===== config.mk =====
export PLATFORM = sky130hd
export DESIGN_NAME = pc_fetch_ctrl
export DESIGN_NICKNAME = d
export VERILOG_FILES = /design/src/rtl/pc_pkg.sv /design/src/rtl/pc_next_sel.sv /design/src/rtl/pc_fetch_ctrl.sv
export SDC_FILE = /design/constraint.sdc
export NUM_CORES = 1
export LEC_CHECK = 0
export CORE_ASPECT_RATIO = 1.1
export CORE_UTILIZATION = 55
export CTS_CLUSTER_DIAMETER = 200
export DETAILED_ROUTE_END_ITERATION = 16
export DONT_BUFFER_PORTS = 1
export GPL_ROUTABILITY_DRIVEN = 0
export PLACE_DENSITY = 0.78
export SLEW_MARGIN = 20
export SYNTH_ARGS = -nofsm -noshare
export SYNTH_HDL_FRONTEND = slang
export SYNTH_SLANG_ARGS = --single-unit

===== constraint.sdc =====
create_clock -name clk -period 2.3 [get_ports clk]
set_clock_uncertainty 0.2 [all_clocks]
set_input_delay 0.23 -clock clk [delete_from_list [all_inputs] [get_ports clk]]
set_output_delay 0.23 -clock clk [all_outputs]
set_load 0.05 [all_outputs]

===== src/rtl/pc_pkg.sv =====
// rtl/pc_pkg.sv - shared types and constants for the PC/fetch controller
package pc_pkg;

    typedef enum logic [1:0] {
        S_REQ  = 2'd0,
        S_WAIT = 2'd1,
        S_EXEC = 2'd2
    } state_e;

    localparam logic [31:0] PC_INC           = 32'd4;
    localparam logic [31:0] DEFAULT_RESET_PC = 32'h0000_0000;
    localparam logic [31:0] DEFAULT_TRAP_VEC = 32'h0000_0100;

endpackage


===== src/rtl/pc_next_sel.sv =====
// rtl/pc_next_sel.sv - next-PC selection: redirect mux, bit0 clear, alignment trap
module pc_next_sel
    import pc_pkg::*;
#(
    parameter logic [31:0] TRAP_VEC = DEFAULT_TRAP_VEC
) (
    input  logic [31:0] pc_i,
    input  logic        br_taken_i,
    input  logic        jump_i,
    input  logic [31:0] target_i,
    output logic [31:0] pc_plus4_o,
    output logic [31:0] tgt_o,
    output logic [31:0] next_pc_o,
    output logic        trap_o,
    output logic        taken_o
);

    logic redirect;

    always_comb begin
        pc_plus4_o = pc_i + PC_INC;
        tgt_o      = target_i & ~32'h1;
        redirect   = br_taken_i | jump_i;
        trap_o     = 1'b0;
        taken_o    = 1'b0;
        next_pc_o  = pc_plus4_o;
        // A halfword-aligned target is not a legal instruction address here.
        if (redirect) begin
            if (tgt_o[1]) begin
                trap_o    = 1'b1;
                next_pc_o = TRAP_VEC;
            end else begin
                taken_o   = 1'b1;
                next_pc_o = tgt_o;
            end
        end
    end

endmodule


===== src/rtl/pc_fetch_ctrl.sv =====
// rtl/pc_fetch_ctrl.sv - PC register, fetch handshake FSM and held-instruction register
module pc_fetch_ctrl
    import pc_pkg::*;
#(
    parameter logic [31:0] RESET_PC = DEFAULT_RESET_PC,
    parameter logic [31:0] TRAP_VEC = DEFAULT_TRAP_VEC,
    parameter int unsigned CNT_W    = 32
) (
    input  logic             clk,
    input  logic             rst_n,
    input  logic             br_taken,
    input  logic             jump,
    input  logic [31:0]      target,
    input  logic             instr_done,
    output logic             imem_req,
    output logic [31:0]      imem_addr,
    input  logic             imem_gnt,
    input  logic             imem_rvalid,
    input  logic [31:0]      imem_rdata,
    output logic [31:0]      instr,
    output logic             instr_valid,
    output logic [31:0]      pc,
    output logic [31:0]      pc_plus4,
    output logic             misalign_exc,
    output logic [31:0]      bad_addr,
    output logic [CNT_W-1:0] taken_cnt
);

    state_e             state_q, state_d;
    logic [31:0]        pc_q, pc_d;
    logic [31:0]        instr_q, instr_d;
    logic               valid_q, valid_d;
    logic               req_q, req_d;
    logic               exc_q, exc_d;
    logic [31:0]        bad_q, bad_d;
    logic [CNT_W-1:0]   cnt_q, cnt_d;

    logic [31:0]        sel_next_pc, sel_tgt;
    logic               sel_trap, sel_taken;

    pc_next_sel #(
        .TRAP_VEC (TRAP_VEC)
    ) u_next_sel (
        .pc_i       (pc_q),
        .br_taken_i (br_taken),
        .jump_i     (jump),
        .target_i   (target),
        .pc_plus4_o (pc_plus4),
        .tgt_o      (sel_tgt),
        .next_pc_o  (sel_next_pc),
        .trap_o     (sel_trap),
        .taken_o    (sel_taken)
    );

    always_comb begin
        state_d = state_q;
        pc_d    = pc_q;
        instr_d = instr_q;
        valid_d = valid_q;
        exc_d   = 1'b0;
        bad_d   = bad_q;
        cnt_d   = cnt_q;
        unique case (state_q)
            // req_q gates the grant so nothing is accepted before the request is visible.
            S_REQ: begin
                if (req_q && imem_gnt) begin
                    state_d = S_WAIT;
                end
            end
            S_WAIT: begin
                if (imem_rvalid) begin
                    instr_d = imem_rdata;
                    valid_d = 1'b1;
                    state_d = S_EXEC;
                end
            end
            S_EXEC: begin
                if (instr_done) begin
                    valid_d = 1'b0;
                    pc_d    = sel_next_pc;
                    state_d = S_REQ;
                    exc_d   = sel_trap;
                    if (sel_trap) begin
                        bad_d = sel_tgt;
                    end
                    if (sel_taken) begin
                        cnt_d = cnt_q + CNT_W'(1);
                    end
                end
            end
            default: state_d = S_REQ;
        endcase
        req_d = (state_d == S_REQ);
    end

    always_ff @(posedge clk or negedge rst_n) begin
        if (!rst_n) begin
            state_q <= S_REQ;
            pc_q    <= RESET_PC;
            instr_q <= 32'h0;
            valid_q <= 1'b0;
            req_q   <= 1'b0;
            exc_q   <= 1'b0;
            bad_q   <= 32'h0;
            cnt_q   <= '0;
        end else begin
            state_q <= state_d;
            pc_q    <= pc_d;
            instr_q <= instr_d;
            valid_q <= valid_d;
            req_q   <= req_d;
            exc_q   <= exc_d;
            bad_q   <= bad_d;
            cnt_q   <= cnt_d;
        end
    end

    assign imem_req     = req_q;
    assign imem_addr    = pc_q;
    assign instr        = instr_q;
    assign instr_valid  = valid_q;
    assign pc           = pc_q;
    assign misalign_exc = exc_q;
    assign bad_addr     = bad_q;
    assign taken_cnt    = cnt_q;

endmodule


Word-level counts from Yosys, hierarchy flattened
Cells that the tools add are included.
- register bits after elaboration: 132
- bits of input ports: 71
- output and inout port bits: 195
- word-level logic and storage cells: 39
- add/sub/neg operators: 2
- equal/unequal tests: 4
- muxes and demuxes: 15
- bitwise gates (word level): 1
- reductions and logical operators: 9
- operator list (kind ; number):
    32-bit 2-to-1 mux ; 2
    32-bit by 1-bit adder with 32-bit output (second input constant) ; 1
    32-bit by 3-bit adder with 32-bit output (second input constant) ; 1
    3-bit AND reduction ; 3
    1-bit 2-to-1 mux ; 8
    2-bit 2-to-1 mux ; 3
    2-bit one-hot mux with 3 select lines ; 1
    2-bit logical NOT ; 2
    2-bit != test (second input constant) ; 2
    2-bit AND reduction ; 2
    2-bit by 1-bit == test with 1-bit output (second input constant) ; 1
    2-bit == test (second input constant) ; 1
    1-bit one-hot mux with 2 select lines ; 1
    2-bit nonzero test ; 1
    1-bit logical AND ; 1
    1-bit OR ; 1

Depth between registers and ports, before layout
Gate-level depths: netlist of the first run.
- depth after elaboration: 4
- mapped depth: 8
- mapped depth without buffers: 6

Hierarchy
A second synthesis of the first run with hierarchy kept.
- cells, all modules: 704
- area total of the unflattened synthesis: 7183.1 um2
- by module, submodules not included (module ; times used ; cells each ; area each (um2) ; sequential area each (um2)):
    pc_fetch_ctrl ; 1 ; 442 ; 5501.5 ; 3328.2
    pc_next_sel ; 1 ; 262 ; 1681.6 ; 0.0

Worst setup path before layout of the first run
OpenSTA, ideal clock, no wires.
- path type: reg2out
- start point: register pc_q[2], in the netlist imem_addr[2]
- end point: output pc_plus4[30]
- arrival: 2.678 ns
- required time: 1.870 ns
- slack: -0.808 ns
- stages on the path, launching flop included: 6
- buffers on the path: 0
- path through: dfrtp_1 > ha_1 > nand4_1 > nor4_1 > and4_1 > xor2_1
- longest elaborated chain between the ends: 1
- RTL lines (item ; line ; source):
    start: declaration ; pc_fetch_ctrl.sv:30 ; logic [31:0] pc_q, pc_d;
    start signal: assignment ; pc_fetch_ctrl.sv:108 ; pc_q <= pc_d;
    32-bit by 3-bit adder with 32-bit output ; pc_next_sel.sv:21 ; pc_plus4_o = pc_i + PC_INC;
    end: declaration ; pc_fetch_ctrl.sv:23 ; output logic [31:0] pc_plus4,
No other way between the ends.

Final worst setup path of the first run
- start point: register pc_q[8], in the netlist imem_addr[8]
- end point: output pc_plus4[24]
The elaborated chain is that of the path after synthesis.

==> flow_summary.toml, run 1 <==
[status]
status = "complete, but fails checks"
violations = "negative hold slack, negative setup slack"

[critical_path]
worst-path-buf-inv = 4
critical_path.cell_chain = "nand3_4, buf_8, buf_12, buf_6, nor3_4, and4_4, xor2_4, buf_12"
critical-path-max-stage-delay_ns = 0.43
critical_path.startpoint = "imem_addr[8]"
crit_fanout = 4
crit_type = "flip-flop to output pin"
required_ns = 1.87
critical_path.slowest_cell = "dfrtp_4"
cpMostUsedCell = "buf_12"
cp-start-kind = "flip-flop"
arrival_ns = 2.29
crit_family = "simple AND/OR/NAND/NOR gates"
r2r_start = "imem_addr[8]"
endpoint_kind = "output pin"

[sta]
report.final.slew_viol_count = 0
fin_ws_ns = -0.423
slew_headroom = 0.617
tns_ns = -5.53
whs_ns = -0.707
period_minus_slack_ns = 2.72
hold_viol = 130
setup-violations-final = 26
tightest_slew_ns = 0.574
fmax_mhz = 367
period_share = 1.18
rsz0062_at_grt = "true"

[power_and_ir_drop]
netSwitchingPower_mw = 7.85
finalPower_mw = 15.0
power.internal_mw = 7.19
power_frac_comb = 0.425
p_clk_frac = 0.190
seqPwrFrac = 0.385
swShare = 0.522
power_leakage_nw = 4.55
power.density_nw_per_um2 = 1480
irDropWorstVdd_uv = 1020

[global_routing]
antenna_found_initial = 0
grtUsageTotal = 0.356
grt_pass1_vias = 5992
grt_overflow = 0
grt_pass1_wl_mm = 32.6
grt_max_degree = 131

[synth]
synthFlopType = "dfrtp_1"
synth.area.mux_share = 0.114
ys_types = 56
avgSynthCellArea_um2 = 11.1
synth-warning-count = 0
async_flop_share = 1.00
synth_top_family_by_area = "simple AND/OR/NAND/NOR gates"
synth_edf_count = 0
synthSimpleGateAreaFrac = 0.158
ys_seq_elements = 130
seq_area_frac_synth = 0.500
synthXorXnorAreaFrac = 0.0795
synthAdderAreaFrac = 0.00385
synth_area_um2 = 6500
synth-compound-area-share = 0.0733
netlist_instances = 588

[clock_network]
clk_pin_slew_ns = 0.06
cts_root_buffer = "clkbuf_16"
cts.path.max_buffers = 2
htreeDepth = 4
hold_buffers = 66
clock_latency_ns = 0.43
cts_tree = "built"
cts_sinks = 130
cts_buffers = 17

[detailed_routing]
vias = 5988
drtAntennaViolNets = 0
viasPerCell = 6.30
wl_met1_mm = 7.99
routed-wl-met3_mm = 2.23
maxUsedRoutingLayer = "met4"
routed_wl_mm = 23.9
drtIter0Drc = 608
dr_wl_met2_mm = 12.3
drc_errors = 0
routedWlPerCell_um = 25.2
first_pass_iters = 6

[floorplan]
die-area_um2 = 12300
die_w_um = 106
core_um2 = 11500
rows = 41
ios = 266
initial_core_util = 0.566
die_h_um = 116

[cells_and_area]
drive_above_1_share = 0.489
post-route-util = 0.883
syn_to_final_growth_pct = 56.1
diodes = 0
nets = 860

[placed_design]
detailedPlace.worstSlack_ns = -0.0476
dp_hpwl_mm = 12.3
portBuffers = 0

[flow_run]
cap_viol_max_count = 0

[worst_hold_path]
min_path_type = "input port to async pin"
[path summary, 6_finish.rpt]
path / end / slack (ns) / cells past startpoint
max in group asynchronous: imem_addr[18] / 2.40 / 0
max: pc_plus4[24] / -0.42 / 8
min reg2reg: state_q[0] / 0.36 / 1
max reg2reg: imem_addr[21] / 0 / 8
min: bad_addr[13] / -0.71 / 0
min in group clk: misalign_exc / 0.03 / 2
[power groups by stage]
stage,clock network (mW),logic [mW],registers [mW]
floorplan,0,3.37,6.63
global placement,0,5.56,5.67
detailed placement,0,5.69,5.72
CTS,2.84,6.03,5.71
global route,2.96,6.58,5.86
finish,2.86,6.39,5.79
[kinds of logic after synthesis]
kind of cell    after synthesis
mux                          66
buf+inv                      79
xor+xnor                     59
compound gates               71
simple gates                180
fa+ha+maj                     2
flops                       130
other cells                   1
[layout make-up]
cell class / instances / area [um^2]
multi-input cells: 385 / 3540
clock inverters: 11 / 150
well taps: 150 / 188
repair buffers: 239 / 2440
clock buffers: 21 / 470
fillers: 486 / 1340
flip-flops and latches: 130 / 3310
inverters: 14 / 52.6
[sequential cells by signal, summed over array words and instances (netlist names)]
register,cells
bad_addr,31
instr,32
instr_valid,1
imem_addr,30
misalign_exc,1
imem_req,1
state_q,2
taken_cnt,32
[synth_stat cells, types with 3 or more instances]
cell type,count,share of area
nor4_4,3,0.0098
o2bb2ai_1,7,0.0094
nand3b_1,4,0.0046
nor3_1,13,0.010
a221o_1,3,0.0046
xnor2_1,31,0.042
nand4_1,11,0.011
dfrtp_1,130,0.50
o22ai_1,3,0.0029
nand3_1,25,0.019
a21oi_1,18,0.014
and4_1,6,0.0081
xor2_1,28,0.038
or2_2,3,0.0029
mux2_2,64,0.11
nor3b_1,3,0.0035
buf_4,37,0.043
a32oi_1,3,0.0040
nand2_1,40,0.023
or3_1,4,0.0038
a22oi_1,9,0.010
and3_1,9,0.0087
clkbuf_1,19,0.011
or4_1,4,0.0046
inv_1,14,0.0081
nor2_1,35,0.020
nor4_1,5,0.0048
o21ai_0,19,0.015
buf_2,5,0.0038
[through the flow]
| step | cells | area, um^2 |
|---|---|---|
| final | 950 | 10100 |
| after global routing | 950 | 10100 |
| after CTS | 932 | 9870 |
| after detailed placement | 792 | 7960 |
| after global placement | 792 | 7960 |
| after floorplan | 594 | 7020 |
[cell usage in the layout, fill, tap and decap left out, drive strengths merged, types with 13 or more instances in the layout]
master,n
a21oi,18
buf,173
clkbuf,21
dfrtp,130
dlygate4sd3,65
inv,16
mux2,64
nand2,40
nand3,27
nand4,13
nor2,35
nor3,14
o21ai,19
xnor2,31
xor2,28
[timing repair]
item	CTS	global route
setup endpoints to repair	24	62
setup buffers	42	31
resized for setup	71	32
cloned	1	0
pin swaps	24	27
endpoints found under the hold margin	230	130
[metal layers]
layer  vias to the layer above  global-route usage
met5                         -                   0
met4                         0               0.166
met3                       132               0.111
met2                       461               0.627
met1                      2965               0.396
li1                       2430                   -
No activity file was read; power rests on OpenSTA's default activity.
==> inputs of run 2 (changes only) <==
==> constraint.sdc (replaced) <==
create_clock -name clk -period 2.3 [get_ports clk]
set_clock_uncertainty 0.2 [all_clocks]
set_input_delay 0 -clock clk [delete_from_list [all_inputs] [get_ports clk]]
set_output_delay 0 -clock clk [all_outputs]
set_load 0.05 [all_outputs]
==> run 2 against run 1 <==
The flow still finishes with violations (negative hold slack, negative setup slack). Clock power is 2% lower. Critical path depth unchanged. Maximum frequency grew 12%. Largest cell class unchanged.
==> flow_summary.toml, run 2 (same netlist as run 1, synthesis figures left out) <==
[placed_design]
dp_hpwl_mm = 12.3
detailedPlace.worstSlack_ns = 0.0780
placement.cell_area_um2 = 7830
portBuffers = 0

[cells_and_area]
post-route-util = 0.834
postLayoutCellArea_um2 = 9580
final_cell_mix = "99 x buf_4, 89 x dfrtp_1, 69 x dlygate4sd3_1"
drive_above_1_share = 0.447
layout_commonest_cell = "buf_4"
syn_to_final_growth_pct = 47.4
nets = 827
fillers = 547

[detailed_routing]
routed_wl_mm = 20.6
viasPerCell = 6.05
drtIter0Drc = 401
first_pass_iters = 5
vias = 5551
drc_errors = 0
routedWlPerCell_um = 22.4
drtAntennaViolNets = 0

[floorplan]
die_h_um = 116
initial_core_util = 0.566
die-area_um2 = 12300
die_w_um = 106
core_um2 = 11500
ios = 266
rows = 41

[sta]
rsz0062_at_grt = "true"
period_share = 1.06
slew_headroom = 0.635
whs_ns = -0.921
fmax_mhz = 412
report.final.slew_viol_count = 0
fin_ws_ns = -0.130
tightest_slew_ns = 0.547
setup-violations-final = 11
period_minus_slack_ns = 2.43
hold_viol = 130
tns_ns = -0.877

[global_routing]
grt_pass1_wl_mm = 29.5
antenna_found_initial = 1
grt_max_degree = 131
grt_pass1_vias = 5644
grt_overflow = 0
grtUsageTotal = 0.320

[clock_network]
cts_buffers = 17
cts_sinks = 130
htreeDepth = 4
hold_buffers = 70
cts_root_buffer = "clkbuf_16"
clock_latency_ns = 0.42
cts.path.max_buffers = 2
cts_tree = "built"
clk_pin_slew_ns = 0.06

[critical_path]
required_ns = 2.10
crit_family = "buffers and inverters"
crit_end = "pc_plus4[21]"
critical_path.startpoint = "imem_addr[12]"
endpoint_kind = "output pin"
critical_path.slowest_cell = "dfrtp_2"
critical-path-max-stage-delay_ns = 0.37
cp-start-kind = "flip-flop"
crit_type = "flip-flop to output pin"
crit_cells = 8
r2r-end = "imem_addr[25]"
critical_path.cell_chain = "nand4_1, buf_4, nor4_4, buf_4, nand4_1, buf_6, xnor2_4, buf_12"
reg2reg_slack_ns = 0.05
r2r_start = "imem_addr[12]"
worst-path-buf-inv = 4
arrival_ns = 2.23
crit_fanout = 4
ff2ff_path_depth = 8

[worst_hold_path]
min_path_type = "input port to async pin"

[power_and_ir_drop]
power_leakage_nw = 4.25
irDropWorstVdd_uv = 1060
finalPower_mw = 14.5
power.density_nw_per_um2 = 1510

[status]
status = "complete, but fails checks"
violations = "negative hold slack, negative setup slack"

[flow_run]
cap_viol_max_count = 0
## run 2: cell types whose count changed in the layout (fill, tap and decap cells not counted), sizes merged
cell	change
clkbuf	-3
inv	+3
diode	+1
dlygate4sd3	+4
buf	-37
## run 2: final cells by class
type	count	area [um^2]	area share
flip-flops and latches	130	3300	0.345
diodes	1	2.50	0.000261
clock buffers	18	429	0.0448
clock inverters	14	176	0.0184
repair buffers	206	2050	0.214
well taps	150	188	0.0196
multi-input cells	385	3370	0.352
inverters	14	52.6	0.00549
## run 2: metrics by stage
step | std cells | hold WS (ns)
6_report | 918 | -0.921
5_1_grt | 918 | -0.936
4_1_cts | 907 | -0.933
3_5_place_dp | 792 | -0.493
3_3_place_gp | 792 | -0.492
2_1_floorplan | 594 | -0.496
## run 2: worst register-to-register path: cells and delay by family, from the launching register on
family	cells	cell delay [ns]
DFF	1	0.37
and+or+nand+nor	5	1.10
buffers and inverters	3	0.53
## run 2: worst min-delay path by stage
stage / to / slack [ns] / cells past startpoint
finish: taken_cnt[31] / -0.92 / 0
global route: taken_cnt[31] / -0.94 / 0
CTS: taken_cnt[31] / -0.93 / 0
detailed placement: taken_cnt[31] / -0.49 / 0
global placement: taken_cnt[31] / -0.49 / 0
floorplan: bad_addr[10] / -0.50 / 0
## run 2: routing by layer
layer  wire length [um]  vias up  global-route usage
met2              11100      331               0.562
li1                   -     2361                   -
met3               1620       76               0.106
met4                716        0               0.163
met5                  0        -                   0
met1               7120     2783               0.348
## run 2: power by group
group / internal [mW] / switching [mW] / total [mW]
Combinational: 2.09 / 3.89 / 5.98
Sequential: 3.08 / 2.66 / 5.74
Clock: 1.72 / 1.08 / 2.80
Total: 6.89 / 7.62 / 14.5
## run 2: what timing repair did
| action | 4_1_cts | 5_1_grt |
|---|---|---|
| pin swaps | 13 | 15 |
| gates resized for setup | 26 | 35 |
| gates cloned | 0 | 0 |
| endpoints found under the setup margin | 19 | 46 |
| setup buffers | 13 | 12 |
| hold endpoints to repair | 241 | 130 |
==> inputs of run 3 (changes only) <==
--- a/config.mk
+++ b/config.mk
@@ -11,8 +11,9 @@
 export DETAILED_ROUTE_END_ITERATION = 16
 export DONT_BUFFER_PORTS = 1
 export GPL_ROUTABILITY_DRIVEN = 0
-export PLACE_DENSITY = 0.78
+export PLACE_DENSITY = 0.74
 export SLEW_MARGIN = 20
 export SYNTH_ARGS = -nofsm -noshare
 export SYNTH_HDL_FRONTEND = slang
 export SYNTH_SLANG_ARGS = --single-unit
+export TNS_END_PERCENT = 1
==> run 3 against run 2 <==
The flow still finishes with violations (negative hold slack, negative setup slack). Critical path depth unchanged. Die area unchanged. First-iteration DRC count up 3.7%. Critical endpoint is now pc_plus4[24]. Count of clock-buffer cells in the layout up 1. Final cell count down 0.76%. Largest power group unchanged. Power down 3.8%.
==> flow_summary.toml, run 3 (same netlist as run 1, synthesis figures left out) <==
[status]
status = "complete, but fails checks"
violations = "negative hold slack, negative setup slack"

[cells_and_area]
multi_input_area_um2 = 3180
diodes = 0
final_cell_mix = "120 x dfrtp_1, 101 x buf_4, 70 x dlygate4sd3_1"
drive_above_1_share = 0.397
postLayoutCellArea_um2 = 9210
layout_commonest_cell = "dfrtp_1"
regArea_um2 = 3270
stdcell_count = 911
post-route-util = 0.801
nets = 821
fillers = 680
syn_to_final_growth_pct = 41.6

[detailed_routing]
drtIter0Drc = 416
viasPerCell = 5.90
first_pass_iters = 5
drc_errors = 0
drtAntennaViolNets = 0
routedWlPerCell_um = 21.0
vias = 5373
routed_wl_mm = 19.1

[worst_hold_path]
min_path_type = "input port to async pin"

[clock_network]
hold_buffers = 70
cts_root_buffer = "clkbuf_16"
cts.path.max_buffers = 2
cts_tree = "built"
clk_pin_slew_ns = 0.06
htreeDepth = 4
cts_buffers = 17
cts_sinks = 130
clock_latency_ns = 0.42

[floorplan]
ios = 266
die-area_um2 = 12300
initial_core_util = 0.566
core_um2 = 11500
rows = 41
die_w_um = 106
die_h_um = 116

[power_and_ir_drop]
power.internal_mw = 6.49
power.density_nw_per_um2 = 1520
p_clk_frac = 0.180
swShare = 0.535
seqPwrFrac = 0.409
finalPower_mw = 14.0
power_leakage_nw = 4.13
irDropWorstVdd_uv = 1230
power_frac_comb = 0.411
netSwitchingPower_mw = 7.47

[sta]
fmax_mhz = 407
setup-violations-final = 15
period_minus_slack_ns = 2.46
hold_viol = 130
period_share = 1.07
slew_headroom = 0.576
fin_ws_ns = -0.157
report.final.slew_viol_count = 0
rsz0062_at_grt = "true"
tightest_slew_ns = 0.636
whs_ns = -0.930
tns_ns = -0.922

[critical_path]
arrival_ns = 2.26
crit_fanout = 5
critical-path-max-stage-delay_ns = 0.42
crit_family = "simple AND/OR/NAND/NOR gates"
critical_path.slowest_cell = "dfrtp_2"
crit_type = "flip-flop to output pin"
endpoint_kind = "output pin"
cp-start-kind = "flip-flop"
worst-path-buf-inv = 3
cpMostUsedCell = "buf_6"
required_ns = 2.10
critical_path.cell_chain = "ha_4, nand4_1, buf_6, buf_6, nor3_4, and4_4, xor2_4, buf_12"

[global_routing]
grt_pass1_wl_mm = 29.9
grt_pass1_vias = 5761
grt_max_degree = 131
grt_overflow = 0
grtUsageTotal = 0.322
antenna_found_initial = 0

[placed_design]
portBuffers = 0
detailedPlace.worstSlack_ns = 0.0140
placement.cell_area_um2 = 7630
dp.cells = 793
dp_hpwl_mm = 12.3

[flow_run]
cap_viol_max_count = 0
-- run 3: worst paths after layout --
kind / from / end / slack (ns) / depth (start not counted)
worst max-delay path: imem_addr[3] / pc_plus4[24] / -0.16 / 8
worst min-delay path: rst_n / imem_addr[2] / -0.93 / 0
worst max register to register: imem_addr[6] / imem_addr[27] / 0.02 / 8
worst min register to register: state_q[1] / state_q[0] / 0.32 / 1
max in group asynchronous: rst_n / imem_addr[21] / 2.59 / 0
min in group clk: imem_rdata[20] / instr[20] / 0.05 / 2
-- run 3: area by class of cell --
cell class	instances	share of cell area
inverter	14	0.00571
sequential	130	0.355
tap	150	0.0204
multi-input combinational	385	0.345
clock inverter	13	0.0111
timing repair buffer	200	0.214
clock buffer	19	0.0492
-- run 3: worst register-to-register path, stage by stage, from the launching register on --
cell and delay [ns]:
dfrtp_1 0.41, nand2_1 0.18, nor4_4 0.32, buf_4 0.17, buf_4 0.10, nand4_1 0.19
buf_4 0.21, or3_1 0.33, o211ai_1 0.10
-- run 3: what timing repair did --
item | in CTS | in global routing
buffers inserted | 14 | 2
endpoints found under the hold margin | 239 | 130
endpoints found under the setup margin | 23 | 24
resized for setup | 41 | 6
pin swaps | 11 | 5
-- run 3: power by group through the flow --
stage / Clock [mW] / Sequential, mW / Combinational (mW)
after floorplan: 0 / 6.53 / 3.22
after global placement: 0 / 5.64 / 5.34
after detailed placement: 0 / 5.67 / 5.45
after CTS: 2.55 / 5.67 / 5.67
after global routing: 2.64 / 5.80 / 5.97
final: 2.51 / 5.71 / 5.74
-- run 3: per-layer routing --
metal,track usage,vias to the layer above,part of all wire
li1,-,2360,-
met1,0.370,2715,0.38
met2,0.550,268,0.52
met3,0.0979,30,0.074
met4,0.158,0,0.020
met5,0,-,0
